**src/rtl/interrupt_request_unit_if.sv**
```systemverilog
// rtl/interrupt_request_unit_if.sv - interrupt front end <-> control unit signal bundle
interface interrupt_request_unit_if #(
    parameter int NUM_IRQ   = 4,
    parameter int HANDLER_W = 4
);
    logic [NUM_IRQ-1:0]   IRQ;
    logic                 MaskWrite;
    logic [NUM_IRQ-1:0]   MaskData;
    logic                 EPCWrite;
    logic [NUM_IRQ-1:0]   CLR;
    logic                 InterruptIn;
    logic [HANDLER_W-1:0] InterruptHandler;
    logic [NUM_IRQ-1:0]   Pending;
    logic                 InService;

    modport master (
        output IRQ, MaskWrite, MaskData, EPCWrite, CLR,
        input  InterruptIn, InterruptHandler, Pending, InService
    );

    modport slave (
        input  IRQ, MaskWrite, MaskData, EPCWrite, CLR,
        output InterruptIn, InterruptHandler, Pending, InService
    );
endinterface

```
**src/rtl/interrupt_request_unit.sv**
```systemverilog
// rtl/interrupt_request_unit.sv - synchronise, latch, mask and prioritise external interrupts
module interrupt_request_unit #(
    parameter int NUM_IRQ     = 4,
    parameter int HANDLER_W   = 4,
    parameter int SYNC_STAGES = 2
) (
    input logic                    CLK,
    input logic                    Reset_n,
    interrupt_request_unit_if.slave bus
);
    typedef enum logic [1:0] {IDLE, REQ, SERVICE} state_t;

    state_t                                state_q;
    logic [SYNC_STAGES-1:0][NUM_IRQ-1:0]   sync_q;
    logic [NUM_IRQ-1:0]                    hist_q;
    logic [NUM_IRQ-1:0]                    pending_q;
    logic [NUM_IRQ-1:0]                    pending_d;
    logic [NUM_IRQ-1:0]                    mask_q;
    logic                                  int_in_q;
    logic [HANDLER_W-1:0]                  handler_q;
    logic                                  in_service_q;

    logic [NUM_IRQ-1:0]                    rise;
    logic [NUM_IRQ-1:0]                    eligible;
    logic [NUM_IRQ-1:0]                    handler_sel;
    logic [NUM_IRQ-1:0]                    ack_clr;
    logic [HANDLER_W-1:0]                  win_d;
    logic                                  ack;

    assign rise        = sync_q[SYNC_STAGES-1] & ~hist_q;
    assign eligible    = pending_q & mask_q;
    assign handler_sel = {{(NUM_IRQ-1){1'b0}}, 1'b1} << handler_q;
    assign ack         = (state_q == REQ) && bus.EPCWrite;
    assign ack_clr     = ack ? handler_sel : '0;

    // A freshly detected edge outranks any clear in the same cycle.
    assign pending_d = rise | (pending_q & ~(bus.CLR | ack_clr));

    always_comb begin
        win_d = '0;
        for (int i = NUM_IRQ - 1; i >= 0; i--) begin
            if (eligible[i]) begin
                win_d = HANDLER_W'(i);
            end
        end
    end

    always_ff @(posedge CLK) begin
        if (!Reset_n) begin
            sync_q       <= '0;
            hist_q       <= '0;
            pending_q    <= '0;
            mask_q       <= '0;
            state_q      <= IDLE;
            int_in_q     <= 1'b0;
            handler_q    <= '0;
            in_service_q <= 1'b0;
        end else begin
            sync_q    <= {sync_q[SYNC_STAGES-2:0], bus.IRQ};
            hist_q    <= sync_q[SYNC_STAGES-1];
            pending_q <= pending_d;
            if (bus.MaskWrite) begin
                mask_q <= bus.MaskData;
            end
            case (state_q)
                IDLE: begin
                    if (|eligible) begin
                        state_q   <= REQ;
                        int_in_q  <= 1'b1;
                        handler_q <= win_d;
                    end
                end
                REQ: begin
                    if (bus.EPCWrite) begin
                        state_q      <= SERVICE;
                        int_in_q     <= 1'b0;
                        in_service_q <= 1'b1;
                    end
                end
                SERVICE: begin
                    if (|(bus.CLR & handler_sel)) begin
                        state_q      <= IDLE;
                        in_service_q <= 1'b0;
                    end
                end
                default: begin
                    state_q      <= IDLE;
                    int_in_q     <= 1'b0;
                    in_service_q <= 1'b0;
                end
            endcase
        end
    end

    assign bus.InterruptIn      = int_in_q;
    assign bus.InterruptHandler = handler_q;
    assign bus.Pending          = pending_q;
    assign bus.InService        = in_service_q;
endmodule

```
**src/flat_wrapper.sv**
```systemverilog
// flat-port wrapper written by rule: the top's interface ports become plain ports
module interrupt_request_unit_flat 
#(
    parameter int NUM_IRQ     = 4,
    parameter int HANDLER_W   = 4,
    parameter int SYNC_STAGES = 2
)
  (CLK, Reset_n, bus_IRQ, bus_MaskWrite, bus_MaskData, bus_EPCWrite, bus_CLR, bus_InterruptIn, bus_InterruptHandler, bus_Pending, bus_InService);
  interrupt_request_unit_if #(.NUM_IRQ(NUM_IRQ), .HANDLER_W(HANDLER_W)) bus_i ();
  input logic CLK;
  input logic Reset_n;
  input wire logic [$bits(bus_i.IRQ)-1:0] bus_IRQ;
  input wire logic [$bits(bus_i.MaskWrite)-1:0] bus_MaskWrite;
  input wire logic [$bits(bus_i.MaskData)-1:0] bus_MaskData;
  input wire logic [$bits(bus_i.EPCWrite)-1:0] bus_EPCWrite;
  input wire logic [$bits(bus_i.CLR)-1:0] bus_CLR;
  output wire logic [$bits(bus_i.InterruptIn)-1:0] bus_InterruptIn;
  output wire logic [$bits(bus_i.InterruptHandler)-1:0] bus_InterruptHandler;
  output wire logic [$bits(bus_i.Pending)-1:0] bus_Pending;
  output wire logic [$bits(bus_i.InService)-1:0] bus_InService;
  assign bus_i.IRQ = bus_IRQ;
  assign bus_i.MaskWrite = bus_MaskWrite;
  assign bus_i.MaskData = bus_MaskData;
  assign bus_i.EPCWrite = bus_EPCWrite;
  assign bus_i.CLR = bus_CLR;
  assign bus_InterruptIn = bus_i.InterruptIn;
  assign bus_InterruptHandler = bus_i.InterruptHandler;
  assign bus_Pending = bus_i.Pending;
  assign bus_InService = bus_i.InService;
  interrupt_request_unit #(.NUM_IRQ(NUM_IRQ), .HANDLER_W(HANDLER_W), .SYNC_STAGES(SYNC_STAGES)) u_core (.CLK(CLK), .Reset_n(Reset_n), .bus(bus_i));
endmodule
```
**config.mk**
```make
export PLATFORM = sky130hd
export DESIGN_NAME = interrupt_request_unit_flat
export DESIGN_NICKNAME = d
export VERILOG_FILES = /design/src/rtl/interrupt_request_unit_if.sv /design/src/rtl/interrupt_request_unit.sv /design/src/flat_wrapper.sv
export SDC_FILE = /design/constraint.sdc
export NUM_CORES = 1
export LEC_CHECK = 0
export CORE_MARGIN = 2
export CORE_UTILIZATION = 49
export DETAILED_ROUTE_END_ITERATION = 16
export HOLD_SLACK_MARGIN = 0.06
export PLACE_DENSITY = 0.87
export SYNTH_ARGS = -nofsm -noshare
export SYNTH_HDL_FRONTEND = slang
export SYNTH_SLANG_ARGS = --single-unit
```
**constraint.sdc**
```tcl
create_clock -name CLK -period 2 [get_ports CLK]
set_input_delay 0.3 -clock CLK [delete_from_list [all_inputs] [get_ports CLK]]
set_output_delay 0.3 -clock CLK [all_outputs]
set_load 0.01 [all_outputs]
```
After elaboration in Yosys (flattened, before gate mapping)
Index checks and enable logic that the tools add are counted.
{ "totals": {"ff_bits": 28, "input_bits": 16, "out_inout_bits": 10, "word_cells": 48} }
{ "classes": {"n_reduce_logical": 8, "shift": 1, "eq_ne": 5, "mux": 15, "bitwise": 10} }
{ "ops": {"columns": ["operator", "n"], "rows": [
  ["$and A4 B4 Y4", 4],
  ["$mux W2", 7],
  ["$reduce_and A3 Y1", 3],
  ["$not A4 Y4", 2],
  ["$or A4 B4 Y4", 2],
  ["$reduce_or A4 Y1", 2],
  ["$pmux W1 S3", 2],
  ["$pmux W2 S3", 1],
  ["$mux W1", 4],
  ["$mux W4", 1],
  ["$ne A2 B1 Y1 const B", 2],
  ["$shl A1 B4 Y4 const A", 1],
  ["$eq A2 B1 Y1 const B", 1],
  ["$eq A2 B2 Y1 const B", 1],
  ["$logic_not A2 Y1", 1],
  ["$ne A2 B2 Y1 const B", 1],
  ["$not A1 Y1", 2],
  ["$reduce_and A2 Y1", 1],
  ["$logic_and A1 B1 Y1", 1]
]} }

Longest topological paths before layout
{ "depth": {"word_depth": 7, "ltp_mapped": 4, "depth_no_buf": 4} }

Worst setup path after synthesis
Ideal clock, no wire load.
{ "synth_timing": {"path_type": "register to register", "startpoint": "register u_core.handler_q[0], in the netlist u_core.bus.InterruptHandler[0]", "endpoint": "register u_core.in_service_q, in the netlist u_core.bus.InService", "synth_period_minus_slack_ps": 1306, "setup_time_ps": 58, "path_stages_with_launch": 4, "t_arrival_ps": 1248, "n_path_buf": 0, "required_ps": 1942, "path_slack_ps": 694, "cell_sequence": "dfxtp_1 > mux4_2 > o21ai_1 > o211a_1"} }
{ "synth_via": {"elab_chain_len": 5} }
{ "synth_lines": {"columns": ["element", "line", "source"], "rows": [
  ["from (decl)", "interrupt_request_unit.sv:20", "logic [HANDLER_W-1:0] handler_q;"],
  ["from (signal assigned)", "interrupt_request_unit.sv:70", "handler_q <= win_d;"],
  ["$shl A1 B4 Y4", "interrupt_request_unit.sv:32", "assign handler_sel = {{(NUM_IRQ-1){1'b0}}, 1'b1} << handler_q;"],
  ["$and A4 B4 Y4", "interrupt_request_unit.sv:81", "if (|(bus.CLR & handler_sel)) begin"],
  ["$reduce_or A4 Y1", "interrupt_request_unit.sv:81", null],
  ["$ne A2 B1 Y1 (no line)", null, null],
  ["$reduce_and A3 Y1 (no line)", null, null],
  ["to (signal assigned)", "interrupt_request_unit.sv:77", "in_service_q <= 1'b1;"],
  ["to (signal assigned)", "interrupt_request_unit.sv:83", "in_service_q <= 1'b0;"],
  ["to (signal assigned)", "interrupt_request_unit.sv:89", "in_service_q <= 1'b0;"],
  ["to (decl)", "interrupt_request_unit.sv:21", "logic in_service_q;"]
]} }
Every way passes these cells.
A chain may end at the register's enable or synchronous reset.

Final worst setup path
{ "layout_timing": {"startpoint": "register u_core.handler_q[0], in the netlist u_core.bus.InterruptHandler[0]", "endpoint": "output port bus_InterruptHandler[0]"} }
{ "layout_lines": {"columns": ["element", "line", "source"], "rows": [
  ["to (decl)", "flat_wrapper.sv:18", "output wire logic [$bits(bus_i.InterruptHandler)-1:0] bus_InterruptHandler;"]
]} }
No word-level cell between the ends.

==> metrics.txt <==
Mapped Cells 96; required time of the critical path 1700 ps; worst vdd ir 0.6088 mV; syn avg cell area between 9 and 10 um2; Core Util, Final 70.25%; CP arrival 1400 ps; CTS tree built; Hold WC Path Type reg -> reg; maximum clock path buffer count 2; Sw Pwr 193.5 uW; combinational fraction of design power 9.0%; Netlist cell types 27; Pre-Repair DR Iteration Count 4; WS Path Type reg -> out; RSZ-0062 raised after global routing no; P&R area growth vs syn 30.85%; Synth area leaders dfxtp_1 54%, nand2_1 5.5%, and2_1 5.2%, mux2i_1 5.2%, nor2b_1 3.3%; Die Wd 48.20 um; Flop pwr share 55.8%; switching share of power 19.52%; share of the synthesized area in the top cell type 54.38%; f_max 589.6 MHz; share of cells above drive strength 1 8.403%; minimum clock period after layout 1696 ps; clock power share 35.2%; remaining antenna violation count after routing 0; drt initial violations 13; Die ar. 2323 um2; CTS Root Cell clkbuf_4; final WL about 1800 um; GRT overflow 0; GR Util met3 7.778%; most used routing layer met2; Worst Tran Pin Value 604.8 ps; met1 GRT Util 17.40%; Starting Density 53.68%; Inserted Diodes 0; IO Port Bufs 23; fin crit share 84.81%; Int Pwr 797.5 uW; CP peak stage delay 590 ps; Setup crit end kind primary output; CP max stage cell clkdlybuf4s50_1; DP Cell Count 140; Ys Warns 0; power per cell area approximately 790 nW/um2; top cell family by delay on the critical path buffers and inverters; DPL Wire Length 1323 um; GRT Total Usage 18.07%; met2 GRT Util between 30% and 40%; vias 765; Setup Fix Bufs, Post-CTS 0; Core Rows 15; Final Net Count 136; skew final 2.562 ps; Layout Cells excl Fill 144; status complete, no violations; GPL Wtd Cong roughly 0.73; number of global-route vias before repair approximately 680; clock latency on the worst-skew pair 310 ps; synthesized flop and latch total 26; initial antenna violation count 0; Sink Count 26; fin. max-slew vios 0; WP buf/inv 1; Rel. slew slack 59.55%; Max Cap Viol 0; Leak Pwr between 0.0005 and 0.0006 uW; CP Launch Type register; io pins 26; post-synthesis sequential area ratio a little over half; pin count of the biggest net entering global routing 21; worst-path maximum fanout 7; Die H 48.20 um; global-route wire length before repair 2835 um; Yosys top cell by area dfxtp_1; # H-tree levels 1; DRC 0; mean routed wirelength per cell ~13 um; Finish-stage setup viols 0; core footprint 1783 um2; Mapped Area 957.2 um2; CTS Buf Count 3; CTS Hold Bufs 0; Reg clk slew, reported paths 130 ps; PnR Total Power 991.0 uW; Vias per Instance 5.313; Total Neg Setup Slack 0 ps; Hold Vio Cnt, Final 0; CP Cell Sequence clkdlybuf4s50_1; post-CTS sizing 0
-- logic make-up after synthesis --
family / after synthesis / share of synthesized area (%)
flops: 26 / 54.38
other cells: 1 / 0.3918
buf+inv: 10 / 4.705
simple gates: 39 / 21.96
compound gates: 14 / 10.98
mux: 6 / 7.582
-- power groups by stage --
stage	clock [uW]	sequential, uW	combinational, uW
after global routing	375	555	97.4
after global placement	0	563	86.0
final	349	553	88.9
after floorplan	0	563	42.5
after CTS	358	553	89.8
after detailed placement	0	564	89.1
-- per-layer routing --
| metal | part of all wire, % | routed length [um] |
|---|---|---|
| met5 | 0 | 0 |
| met4 | 0.72 | 13 |
| met3 | 6.7 | 122 |
| met2 | 56 | 1010 |
| met1 | 37 | 662 |
-- area by class of cell --
class,instances,area (um2)
inverters,4,15.01
clock inverters,1,30.03
fillers,140,530.5
repair buffers,24,237.7
clock buffers,3,22.52
multi-input cells,61,395.4
flip-flops and latches,26,520.5
well taps,25,31.28
-- cell usage after synthesis --
cell type and instances:
o21ai_1 1, o21ai_0 3, nand3_1 2, nand2b_1 1, a21boi_0 1, nor4_1 1
and2_1 8, o211a_1 1, o32ai_1 3, clkbuf_1 4, inv_1 4, nand2_1 14
a21oi_1 1, nand4b_1 1, and3b_2 2, mux2i_1 5, or2_2 1, mux4_2 1
a22oi_1 2, nor2_1 3, nor3b_1 1, nor2b_1 5, o221a_2 1, a32o_1 1
dfxtp_1 26, conb_1 1, buf_4 2
-- through the flow --
step                      setup slack (ps)  hold slack (ps)  instance area, um2
final                                303.8            420.2                1252
after global routing                 234.7            453.9                1252
after CTS                            295.2            424.0                1252
after detailed placement             357.3            402.9                1200
after global placement               414.5            393.3                1200
after floorplan                      693.8            390.8               960.9
-- worst paths after layout --
kind                            depth (start not counted)  slack, ps                           start                       to
worst min-delay path                                    1        420                u_core.hist_q[1]    u_core.bus.Pending[1]
worst max register to register                          4        600  u_core.bus.InterruptHandler[0]        u_core.state_q[1]
worst min register to register                          1        420                u_core.hist_q[1]    u_core.bus.Pending[1]
worst max-delay path                                    1        300  u_core.bus.InterruptHandler[0]  bus_InterruptHandler[0]
-- sequential cells by signal (all words and copies together), names as in the netlist --
| name | cells |
|---|---|
| u_core.bus.Pending | 4 |
| u_core.state_q | 2 |
| u_core.bus.InService | 1 |
| u_core.mask_q | 4 |
| u_core.hist_q | 4 |
| u_core.bus.InterruptHandler | 2 |
| u_core.sync_q | 8 |
| u_core.bus.InterruptIn | 1 |
-- cells in the final DEF (no fill, tap or decap) --
cell,instances
nand3_1,2
nor3b_1,1
conb_1,2
nand2_1,14
clkbuf_4,3
mux2i_1,5
o32ai_1,3
dfxtp_1,26
nor4_1,1
a22oi_1,2
and3b_2,2
and2_1,8
nor2b_1,5
buf_4,1
o211a_1,1
nand2b_1,1
clkdlybuf4s50_1,23
a21oi_1,1
mux4_2,1
or2_2,1
o221a_2,1
bufinv_16,1
o21ai_1,1
a32o_1,1
inv_1,4
nand4b_1,1
nor2_1,3
a21boi_0,1
o21ai_0,3
(Power assumes the default switching activity.)
